### src/rtl/image_xform_engine.sv
// Frame geometric transform engine: copies one frame segment by segment from a
// ping-pong read buffer to a ping-pong write buffer with pass/shift/mirror/rotate addressing.
module image_xform_engine #(
   parameter int MEM_DATA_LEN = 64,
   parameter int ADDR_LEN     = 32,
   parameter int VIDEO_WIDTH  = 1024,
   parameter int VIDEO_HEIGHT = 768,
   parameter int BURST_LEN    = 8,
   parameter logic [ADDR_LEN-1:0]     RD_BASE0   = 2073600,
   parameter logic [ADDR_LEN-1:0]     RD_BASE1   = 0,
   parameter logic [ADDR_LEN-1:0]     WR_BASE0   = 6220800,
   parameter logic [ADDR_LEN-1:0]     WR_BASE1   = 4147200,
   parameter logic [MEM_DATA_LEN-1:0] FILL_VALUE = '0
) (
   input  logic                    clk,
   input  logic                    rst,
   input  logic                    frame_start,
   input  logic [2:0]              cfg_mode,
   input  logic [11:0]             cfg_dx,
   input  logic [11:0]             cfg_dy,
   output logic                    busy,
   output logic                    frame_done,
   output logic                    buf_sel,
   output logic                    rd_valid,
   input  logic                    rd_ready,
   output logic [9:0]              rd_burst_len,
   output logic [ADDR_LEN-1:0]     rd_addr,
   input  logic [MEM_DATA_LEN-1:0] rd_data,
   input  logic                    rd_burst_finish,
   output logic                    wr_valid,
   input  logic                    wr_ready,
   output logic [9:0]              wr_burst_len,
   output logic [ADDR_LEN-1:0]     wr_addr,
   output logic [MEM_DATA_LEN-1:0] wr_data,
   input  logic                    wr_burst_finish,
   output logic                    error
);

   localparam int SEGS   = VIDEO_WIDTH / BURST_LEN;
   localparam int SEG_W  = (SEGS > 1) ? $clog2(SEGS) : 1;
   localparam int LINE_W = (VIDEO_HEIGHT > 1) ? $clog2(VIDEO_HEIGHT) : 1;
   localparam int IDX_W  = (BURST_LEN > 1) ? $clog2(BURST_LEN) : 1;
   localparam int BEAT_W = $clog2(BURST_LEN + 2);

   localparam logic [SEG_W-1:0]    SEG_LAST    = SEG_W'(SEGS - 1);
   localparam logic [LINE_W-1:0]   LINE_LAST   = LINE_W'(VIDEO_HEIGHT - 1);
   localparam logic [BEAT_W-1:0]   BEATS       = BEAT_W'(BURST_LEN);
   localparam logic [IDX_W-1:0]    IDX_LAST    = IDX_W'(BURST_LEN - 1);
   localparam logic signed [12:0]  SEGS_S      = 13'(SEGS);
   localparam logic signed [12:0]  LINES_S     = 13'(VIDEO_HEIGHT);
   localparam logic [ADDR_LEN-1:0] LINE_STRIDE = ADDR_LEN'(VIDEO_WIDTH);
   localparam logic [ADDR_LEN-1:0] SEG_STRIDE  = ADDR_LEN'(BURST_LEN);

   typedef enum logic [2:0] {IDLE, SETUP, READ, WRITE, NEXT} state_t;

   state_t                  state;
   logic [2:0]              mode_q;
   logic signed [11:0]      dx_q, dy_q;
   logic [SEG_W-1:0]        seg;
   logic [LINE_W-1:0]       line;
   logic [BEAT_W-1:0]       beat, wbeat;
   logic                    fill;
   logic [MEM_DATA_LEN-1:0] line_buf [BURST_LEN];

   logic signed [12:0]      seg_s, line_s, dx_e, dy_e, ss, sl;
   logic                    in_range, mirror;
   logic [ADDR_LEN-1:0]     src_off, dst_off, rd_base, wr_base;
   logic [BEAT_W-1:0]       rd_count, wr_count;
   logic [IDX_W-1:0]        widx;

   // Beat counters saturate so an overrunning controller cannot wrap back to a legal count.
   function automatic logic [BEAT_W-1:0] sat_inc(input logic [BEAT_W-1:0] v);
      return (&v) ? v : v + BEAT_W'(1);
   endfunction

   assign rd_burst_len = 10'(BURST_LEN);
   assign wr_burst_len = 10'(BURST_LEN);

   assign seg_s  = 13'(seg);
   assign line_s = 13'(line);
   assign dx_e   = 13'(dx_q);
   assign dy_e   = 13'(dy_q);

   always_comb begin
      ss = seg_s;
      sl = line_s;
      case (mode_q)
         3'd1: begin
            ss = seg_s - dx_e;
            sl = line_s - dy_e;
         end
         3'd2: ss = (SEGS_S - 13'sd1) - seg_s;
         3'd3: sl = (LINES_S - 13'sd1) - line_s;
         3'd4: begin
            ss = (SEGS_S - 13'sd1) - seg_s;
            sl = (LINES_S - 13'sd1) - line_s;
         end
         default: ;
      endcase
   end

   assign in_range = (ss >= 13'sd0) && (ss < SEGS_S) && (sl >= 13'sd0) && (sl < LINES_S);
   assign mirror   = (mode_q == 3'd2) || (mode_q == 3'd4);
   assign rd_base  = buf_sel ? RD_BASE1 : RD_BASE0;
   assign wr_base  = buf_sel ? WR_BASE1 : WR_BASE0;
   assign src_off  = ADDR_LEN'($unsigned(sl)) * LINE_STRIDE + ADDR_LEN'($unsigned(ss)) * SEG_STRIDE;
   assign dst_off  = ADDR_LEN'(line) * LINE_STRIDE + ADDR_LEN'(seg) * SEG_STRIDE;

   // Counts include a beat that lands on the same cycle as the finish strobe.
   assign rd_count = rd_ready ? sat_inc(beat) : beat;
   assign wr_count = wr_ready ? sat_inc(wbeat) : wbeat;

   always_comb begin
      widx = (wbeat < BEATS) ? wbeat[IDX_W-1:0] : IDX_LAST;
      if (mirror) widx = IDX_LAST - widx;
      wr_data = fill ? FILL_VALUE : line_buf[widx];
   end

   always_ff @(posedge clk) begin
      if (state == READ && rd_ready && beat < BEATS) line_buf[beat[IDX_W-1:0]] <= rd_data;
   end

   always_ff @(posedge clk) begin
      frame_done <= 1'b0;
      if (rst) begin
         state    <= IDLE;
         busy     <= 1'b0;
         buf_sel  <= 1'b0;
         rd_valid <= 1'b0;
         wr_valid <= 1'b0;
         error    <= 1'b0;
         rd_addr  <= '0;
         wr_addr  <= '0;
         fill     <= 1'b0;
         seg      <= '0;
         line     <= '0;
         beat     <= '0;
         wbeat    <= '0;
         mode_q   <= '0;
         dx_q     <= '0;
         dy_q     <= '0;
      end else begin
         case (state)
            IDLE: begin
               if (frame_start) begin
                  mode_q <= cfg_mode;
                  dx_q   <= cfg_dx;
                  dy_q   <= cfg_dy;
                  seg    <= '0;
                  line   <= '0;
                  busy   <= 1'b1;
                  state  <= SETUP;
               end
            end
            SETUP: begin
               beat    <= '0;
               wbeat   <= '0;
               wr_addr <= wr_base + dst_off;
               if (in_range) begin
                  rd_addr  <= rd_base + src_off;
                  rd_valid <= 1'b1;
                  fill     <= 1'b0;
                  state    <= READ;
               end else begin
                  fill     <= 1'b1;
                  wr_valid <= 1'b1;
                  state    <= WRITE;
               end
            end
            READ: begin
               if (rd_ready) beat <= sat_inc(beat);
               if (rd_burst_finish) begin
                  if (rd_count != BEATS) error <= 1'b1;
                  rd_valid <= 1'b0;
                  wr_valid <= 1'b1;
                  state    <= WRITE;
               end
            end
            WRITE: begin
               if (wr_ready) wbeat <= sat_inc(wbeat);
               if (wr_burst_finish) begin
                  if (wr_count != BEATS) error <= 1'b1;
                  wr_valid <= 1'b0;
                  state    <= NEXT;
               end
            end
            NEXT: begin
               if (seg == SEG_LAST) begin
                  seg <= '0;
                  if (line == LINE_LAST) begin
                     line       <= '0;
                     frame_done <= 1'b1;
                     buf_sel    <= ~buf_sel;
                     busy       <= 1'b0;
                     state      <= IDLE;
                  end else begin
                     line  <= line + LINE_W'(1);
                     state <= SETUP;
                  end
               end else begin
                  seg   <= seg + SEG_W'(1);
                  state <= SETUP;
               end
            end
            default: state <= IDLE;
         endcase
      end
   end

endmodule

### config.mk
export PLATFORM = sky130hd
export DESIGN_NAME = image_xform_engine
export DESIGN_NICKNAME = d
export VERILOG_FILES = /design/src/rtl/image_xform_engine.sv
export SDC_FILE = /design/constraint.sdc
export NUM_CORES = 1
export LEC_CHECK = 0
export CAP_MARGIN = 20
export CORE_UTILIZATION = 45
export CTS_CLUSTER_DIAMETER = 120
export DETAILED_ROUTE_END_ITERATION = 12
export PLACE_DENSITY = 0.75
export SLEW_MARGIN = 10
export SYNTH_ARGS = -nofsm -noshare
export SYNTH_HDL_FRONTEND = slang
export SYNTH_SLANG_ARGS = --single-unit
### constraint.sdc
create_clock -name clk -period 9.81 [get_ports clk]
set_clock_uncertainty 0.15 [all_clocks]
set_input_delay 2.4525 -clock clk [delete_from_list [all_inputs] [get_ports clk]]
set_output_delay 2.4525 -clock clk [all_outputs]
set_load 0.02 [all_outputs]
==> metrics.csv, run 1 <==
stage,metric,value,unit
status,run status,completed,
clock_network,CTS sink count,615,
setup_path,cells along the critical path,"nand2b_1, a21oi_4, xnor2_2, buf_12, buf_4, mux4_2, nand2_1, a21oi_1, clkdlybuf4s50_1",
floorplan,starting density of the core,0.457,
floorplan,Die H,245,um
route,DR vias,16000,
hold_path,Hold Crit Class,reg -> reg,
synth,cell taking the most area after synthesis,edfxtp_1,
power_and_ir_drop,P_leak,10.4,nW
clock_network,CTS Buf Count,61,
global_route,total gr overflow,0,
floorplan,chip width,245,um
global_route,largest net degree at the start of global routing,129,
synth,synth top area cells,"edfxtp_1 (58%), mux4_2 (11%), dfxtp_1 (7.8%)",
setup_path,source of the worst register-to-register timing path,seg[0]$_SDFFE_PP0P_,
setup_path,Reg2Reg Depth,20,
setup_path,crit path launch type,register,
floorplan,Ports,252,
route,Routed wire per std cell,22.0,um
clock_network,CTS clock-pin slew for the worst setup and hold paths,0.06,ns
synth,Yosys cell types,75,
global_route,Total GRT Usage,0.208,
timing,Fin Hold WS,0.304,ns
synth,gate count of the mapped netlist,1841,
synth,xor/xnor share of the synthesized area,0.0177,
power_and_ir_drop,Internal,5.22,mW
finish,share of cells above drive strength 1,0.134,
timing,Max-slew headroom,0.264,
timing,"Slew Viols, Final",0,
timing,crit share post-route,0.815,
power_and_ir_drop,Sw Ratio,0.295,
timing,RSZ-0062 raised after global routing,false,
synth,post-synthesis sequential area ratio,0.657,
floorplan,Die Area,59900,um^2
power_and_ir_drop,pwr dens,236,nW/um^2
power_and_ir_drop,maximum VDD drop,0.000244,V
placement,post-DP HPWL,36200,um
route,Avg Vias per Cell,5.64,
global_route,initial antenna violation count,8,
timing,final-report setup violation count,0,
global_route,first-pass GRT wire length,94500,um
floorplan,row count,88,
timing,Slew @ Worst Pin,1.10,ns
synth,post-synthesis compound-gate area fraction,0.0714,
finish,Final nets,2177,
global_route,number of global-route vias before repair,16300,
power_and_ir_drop,logic gate share of total power,0.279,
clock_network,Max clock buf depth,3,
setup_path,Critical Path Max Stage Delay,1.02,ns
route,Final ANT Viol Nets,0,
synth,"flops & latches, synth",615,
route,DR pass1 iterations,5,
clock_network,CTS root buf,clkbuf_16,
power_and_ir_drop,Psw,2.18,mW
synth,YS warnings,0,
synth,mux contribution to synthesized area,0.116,
power_and_ir_drop,Reg power frac,0.398,
synth,Post-synth EDFFs,512,
timing,Achievable Freq,125,MHz
timing,final hold vios,0,
setup_path,CP max FO,107,
synth,Synth Area in Simple Gates,0.0753,
setup_path,FF-to-FF setup slack,4.44,ns
placement,Placer Congestion,0.894,
setup_path,reg2reg end,rd_addr[21]$_SDFFE_PP0P_,
clock_network,clk_lat worst skew,0.64,ns
timing,Final WS setup,1.81,ns
clock_network,Post-CTS Setup Bufs,0,
placement,pre-CTS WS,2.42,ns
route,1st-iter DRT viols,1108,
synth,top_reg_cell synth,edfxtp_1,
setup_path,CP startpoint,mode_q[2]$_SDFFE_PP0P_,
floorplan,Core Footprint,58000,um^2
power_and_ir_drop,clock power share,0.323,
synth,asr flop ratio synth,0,
clock_network,CTS tree,done,
setup_path,critical setup path kind,reg -> out,
timing,Period minus WS final,8.00,ns
placement,IO buf count,208,
route,drc violations,0,
finish,Layout Area Growth over Synthesis,18.0,%
setup_path,worst endpoint data arrival time,5.39,ns
setup_path,"slowest stage cell, crit path",dfxtp_1,
setup_path,crit path capture,wr_data[60],
synth,largest family of logic cells by synthesized area,multiplexers,
synth,Mapped Avg Cell Area,14.4,um^2
clock_network,htree depth,2,
clock_network,cts hold-fix bufs,0,
timing,setup TNS,0,ns
hold_path,Hold Path Origin,dy_q[2]$_SDFFE_PP0P_,
setup_path,Worst Setup End Kind,output pin,
synth,Adder-Cell Fraction of Synth Area,0.0271,
synth,Synth top area share,0.579,
setup_path,Critical Path RT,7.21,ns
job,Max-Cap Viols,0,
clock_network,CTS resizes,0,
synth,Post-Syn Area,26500,um^2
route,routed wire length,62600,um
-- placed cells by master (no fill, tap or decap), types with 5 or more instances in the layout --
cell	synthesis	routed
edfxtp_1	512	512
nand2_1	258	258
clkdlybuf4s50_1	0	207
a21oi_1	166	166
mux4_2	128	128
dfxtp_1	103	102
nor2_1	87	80
clkbuf_16	0	62
o21ai_0	60	60
ha_1	47	47
conb_1	2	43
inv_1	41	41
nand3_1	34	34
xnor2_1	30	27
xor2_1	21	20
buf_4	48	20
nand2b_1	17	17
nor3_1	19	17
mux2i_1	16	16
clkbuf_1	67	14
a211oi_1	11	11
nor2b_1	10	10
a31oi_1	10	10
clkinv_2	0	10
clkinv_1	1	9
bufinv_16	0	9
a21o_1	8	8
o211ai_1	8	8
nand3b_1	7	7
a32oi_1	7	7
nor2_4	0	6
nand4_1	6	6
fa_1	6	6
o2111ai_1	5	5
and3_1	5	5
a22oi_1	5	5
-- cell type report --
class                      count  area, um^2
multi-input combinational   1076        8420
inverter                      42         158
fill                        4557       26700
clock inverter                33         437
tap                          765         957
timing repair buffer         230        2270
clock buffer                  79        1640
sequential                   615       17400
antenna                        1        2.50
-- Yosys cell counts (7+ instances only) --
library cell / count
xnor2_1: 30
buf_1: 8
dfxtp_1: 103
edfxtp_1: 512
mux2i_1: 16
o211ai_1: 8
nand2b_1: 17
o21ai_0: 60
nor2_1: 87
a211oi_1: 11
nand3_1: 34
nor2b_1: 10
ha_1: 47
a32oi_1: 7
xor2_1: 21
a21o_1: 8
mux4_2: 128
a31oi_1: 10
nand2_1: 258
buf_2: 24
inv_1: 41
buf_4: 48
clkbuf_1: 67
nand3b_1: 7
nor3_1: 19
a21oi_1: 166
-- worst min-delay path by stage --
stage                                     endpoint  cells past startpoint
final                         dy_q[2]$_SDFFE_PP0P_                      2
after global routing      wr_addr[21]$_SDFFE_PP0P_                      2
after CTS                     dy_q[2]$_SDFFE_PP0P_                      2
after detailed placement      dy_q[2]$_SDFFE_PP0P_                      2
after global placement        dy_q[5]$_SDFFE_PP0P_                      2
after floorplan               dx_q[2]$_SDFFE_PP0P_                      2
-- metrics by stage --
stage	total power [mW]	area [um^2]	util	instances
detailed placement	5.06	29200	0.504	2728
global placement	5.04	29200	0.504	2728
global route	7.71	31300	0.540	2840
floorplan	4.33	26700	-	1882
CTS	7.47	31300	0.540	2840
finish	7.40	31300	0.540	2841
-- kinds of logic after synthesis --
group / after synthesis
adders and majority gates: 54
xor gates and xnor gates: 52
muxes: 147
DFF: 615
other: 2
buffers and inverters: 191
and+or+nand+nor: 463
AOI/OAI and AO/OA: 317
-- flip-flops by register name, summed over array words and instances (netlist names), 4 cells and up --
signal    count
line_buf    512
rd_addr      21
wr_addr      20
dx_q         12
dy_q         12
line         10
seg           7
beat          4
wbeat         4
-- per-layer routing --
metal	wire (um)	track usage
met5	94	0
met4	1270	0.0566
met3	4930	0.0576
met2	32000	0.362
met1	24300	0.253
-- power by group through the flow --
stage | clock (mW) | sequential (mW) | combinational, mW
2_1_floorplan | 0 | 3.01 | 1.32
3_3_place_gp | 0 | 3.00 | 2.04
3_5_place_dp | 0 | 3.00 | 2.06
4_1_cts | 2.44 | 2.95 | 2.08
5_1_grt | 2.54 | 2.96 | 2.21
6_report | 2.39 | 2.95 | 2.06
-- critical path: cells and delay by family, from the launching register on --
kind / cells / cell delay [ns]
xor gates and xnor gates: 1 / 0.18
AOI/OAI and AO/OA: 2 / 0.56
buffers and inverters: 3 / 1.77
muxes: 1 / 0.57
and+or+nand+nor: 2 / 0.53
DFF: 1 / 1.02
(Power assumes the default switching activity.)
==> inputs of run 2 (changes only) <==
clock period = 7.7 ns   (was 9.81 ns; I/O delays follow)
==> metrics.csv, run 2 (synthesis results as in run 1) <==
stage,metric,value,unit
timing,Max-slew headroom,0.294,
timing,RSZ-0062 raised after global routing,false,
floorplan,Ports,252,
clock_network,clk_lat worst skew,0.63,ns
global_route,total gr overflow,0,
setup_path,crit path launch type,register,
setup_path,FF-to-FF setup slack,2.40,ns
route,1st-iter DRT viols,1331,
power_and_ir_drop,pwr dens,296,nW/um^2
timing,Fin Hold WS,0.302,ns
clock_network,Max clock buf depth,3,
global_route,Total GRT Usage,0.210,
hold_path,hold-critical path endpoint,wr_addr[21]$_SDFFE_PP0P_,
timing,final hold vios,0,
global_route,initial antenna violation count,8,
hold_path,hold depth,2,
power_and_ir_drop,maximum VDD drop,0.000238,V
clock_network,Post-CTS Setup Bufs,0,
timing,"Slew Viols, Final",0,
finish,Final nets,2190,
clock_network,CTS resizes,0,
route,routed wire length,62600,um
clock_network,CTS clock-pin slew for the worst setup and hold paths,0.06,ns
finish,Final Core Density,0.541,
route,Routed wire per std cell,21.9,um
route,drc violations,0,
placement,Placer Congestion,0.909,
hold_path,Hold Path Origin,wr_addr[21]$_SDFFE_PP0P_,
global_route,largest net degree at the start of global routing,129,
timing,Final WS setup,1.14,ns
timing,crit share post-route,0.853,
floorplan,Core Footprint,58000,um^2
clock_network,CTS tree,done,
floorplan,row count,88,
status,run status,completed,
setup_path,Critical Path RT,5.62,ns
clock_network,htree depth,2,
power_and_ir_drop,P_leak,10.4,nW
timing,setup TNS,0,ns
placement,pre-CTS WS,1.29,ns
setup_path,source of the worst register-to-register timing path,seg[0]$_SDFFE_PP0P_,
route,DR vias,16100,
route,DR pass1 iterations,5,
global_route,first-pass GRT wire length,95500,um
timing,final-report setup violation count,0,
timing,Slew @ Worst Pin,1.06,ns
setup_path,CP max FO,34,
global_route,number of global-route vias before repair,16200,
finish,Layout Area Growth over Synthesis,18.4,%
clock_network,CTS sink count,615,
clock_network,CTS root buf,clkbuf_16,
clock_network,CTS Buf Count,61,
route,Final ANT Viol Nets,0,
clock_network,cts hold-fix bufs,0,
setup_path,critical setup path kind,reg -> out,
route,Avg Vias per Cell,5.63,
hold_path,Hold Crit Class,reg -> reg,
setup_path,Worst Setup End Kind,output pin,
finish,Largest register FFs,512,
floorplan,starting density of the core,0.457,
timing,Achievable Freq,152,MHz
job,Max-Cap Viols,0,
placement,post-DP HPWL,37700,um
finish,"commonest non-fill, non-tap cell in the layout",edfxtp_1,
floorplan,Die Area,59900,um^2
timing,Period minus WS final,6.56,ns
setup_path,reg2reg end,rd_addr[21]$_SDFFE_PP0P_,
finish,share of cells above drive strength 1,0.135,
floorplan,chip width,245,um
setup_path,Reg2Reg Depth,20,
power_and_ir_drop,Final Total Pwr,9.29,mW
floorplan,Die H,245,um
setup_path,worst endpoint data arrival time,4.49,ns
placement,IO buf count,208,
finish,highest-count cells in the layout ignoring fill and taps,"edfxtp_1 (512), nand2_1 (258), clkdlybuf4s50_1 (207), a21oi_1 (166), mux4_2 (128)",
## run 2: area by class of cell
class	count	area, um^2
fill	4517	26600
sequential	615	17400
clock buffer	80	1600
timing repair buffer	243	2470
inverter	42	158
antenna	3	7.51
multi-input combinational	1076	8420
clock inverter	35	355
tap	765	957
## run 2: per-stage QoR
stage	cells	instance area [um^2]
after floorplan	1882	26700
after global placement	2735	29300
after detailed placement	2739	29400
after CTS	2854	31400
after global routing	2857	31400
final	2859	31400
## run 2: worst max-delay path, stage by stage (launching register included)
cell	delay (ns)
dfxtp_1	0.70
nand2b_1	0.45
a21oi_4	0.21
xnor2_2	0.43
buf_4	0.64
mux4_2	0.61
nand2_1	0.10
a21oi_1	0.09
clkdlybuf4s50_1	0.61
## run 2: worst max path at each step
stage | start | end | slack (ns) | depth (start not counted)
2_1_floorplan | rd_ready | line_buf[1][0]$_DFFE_PP_ | 0.37 | 4
3_3_place_gp | mode_q[2]$_SDFFE_PP0P_ | wr_data[44] | 1.47 | 8
3_5_place_dp | mode_q[2]$_SDFFE_PP0P_ | wr_data[44] | 1.29 | 8
4_1_cts | mode_q[2]$_SDFFE_PP0P_ | wr_data[44] | 0.57 | 8
5_1_grt | mode_q[1]$_SDFFE_PP0P_ | wr_data[44] | 0.79 | 8
6_report | mode_q[1]$_SDFFE_PP0P_ | wr_data[51] | 1.14 | 8
## run 2: per-layer routing
layer  GRT usage  share of wire  up-vias
li1            -              -     7279
met1       0.264           0.39     8063
met2       0.360           0.50      638
met3      0.0494          0.082      100
met4      0.0618          0.020       14
met5           0         0.0015        -
## run 2: power breakdown
group	switching (mW)	internal, mW
Clock	1.25	1.63
Sequential	0.0656	3.69
Combinational	1.47	1.18
Total	2.78	6.50
==> inputs of run 3 (changes only) <==
SKIP_CTS_REPAIR_TIMING = 1   (was default)
==> results of run 3 <==
Same layout as run 2: the final DEF is identical, and so are final timing and power.
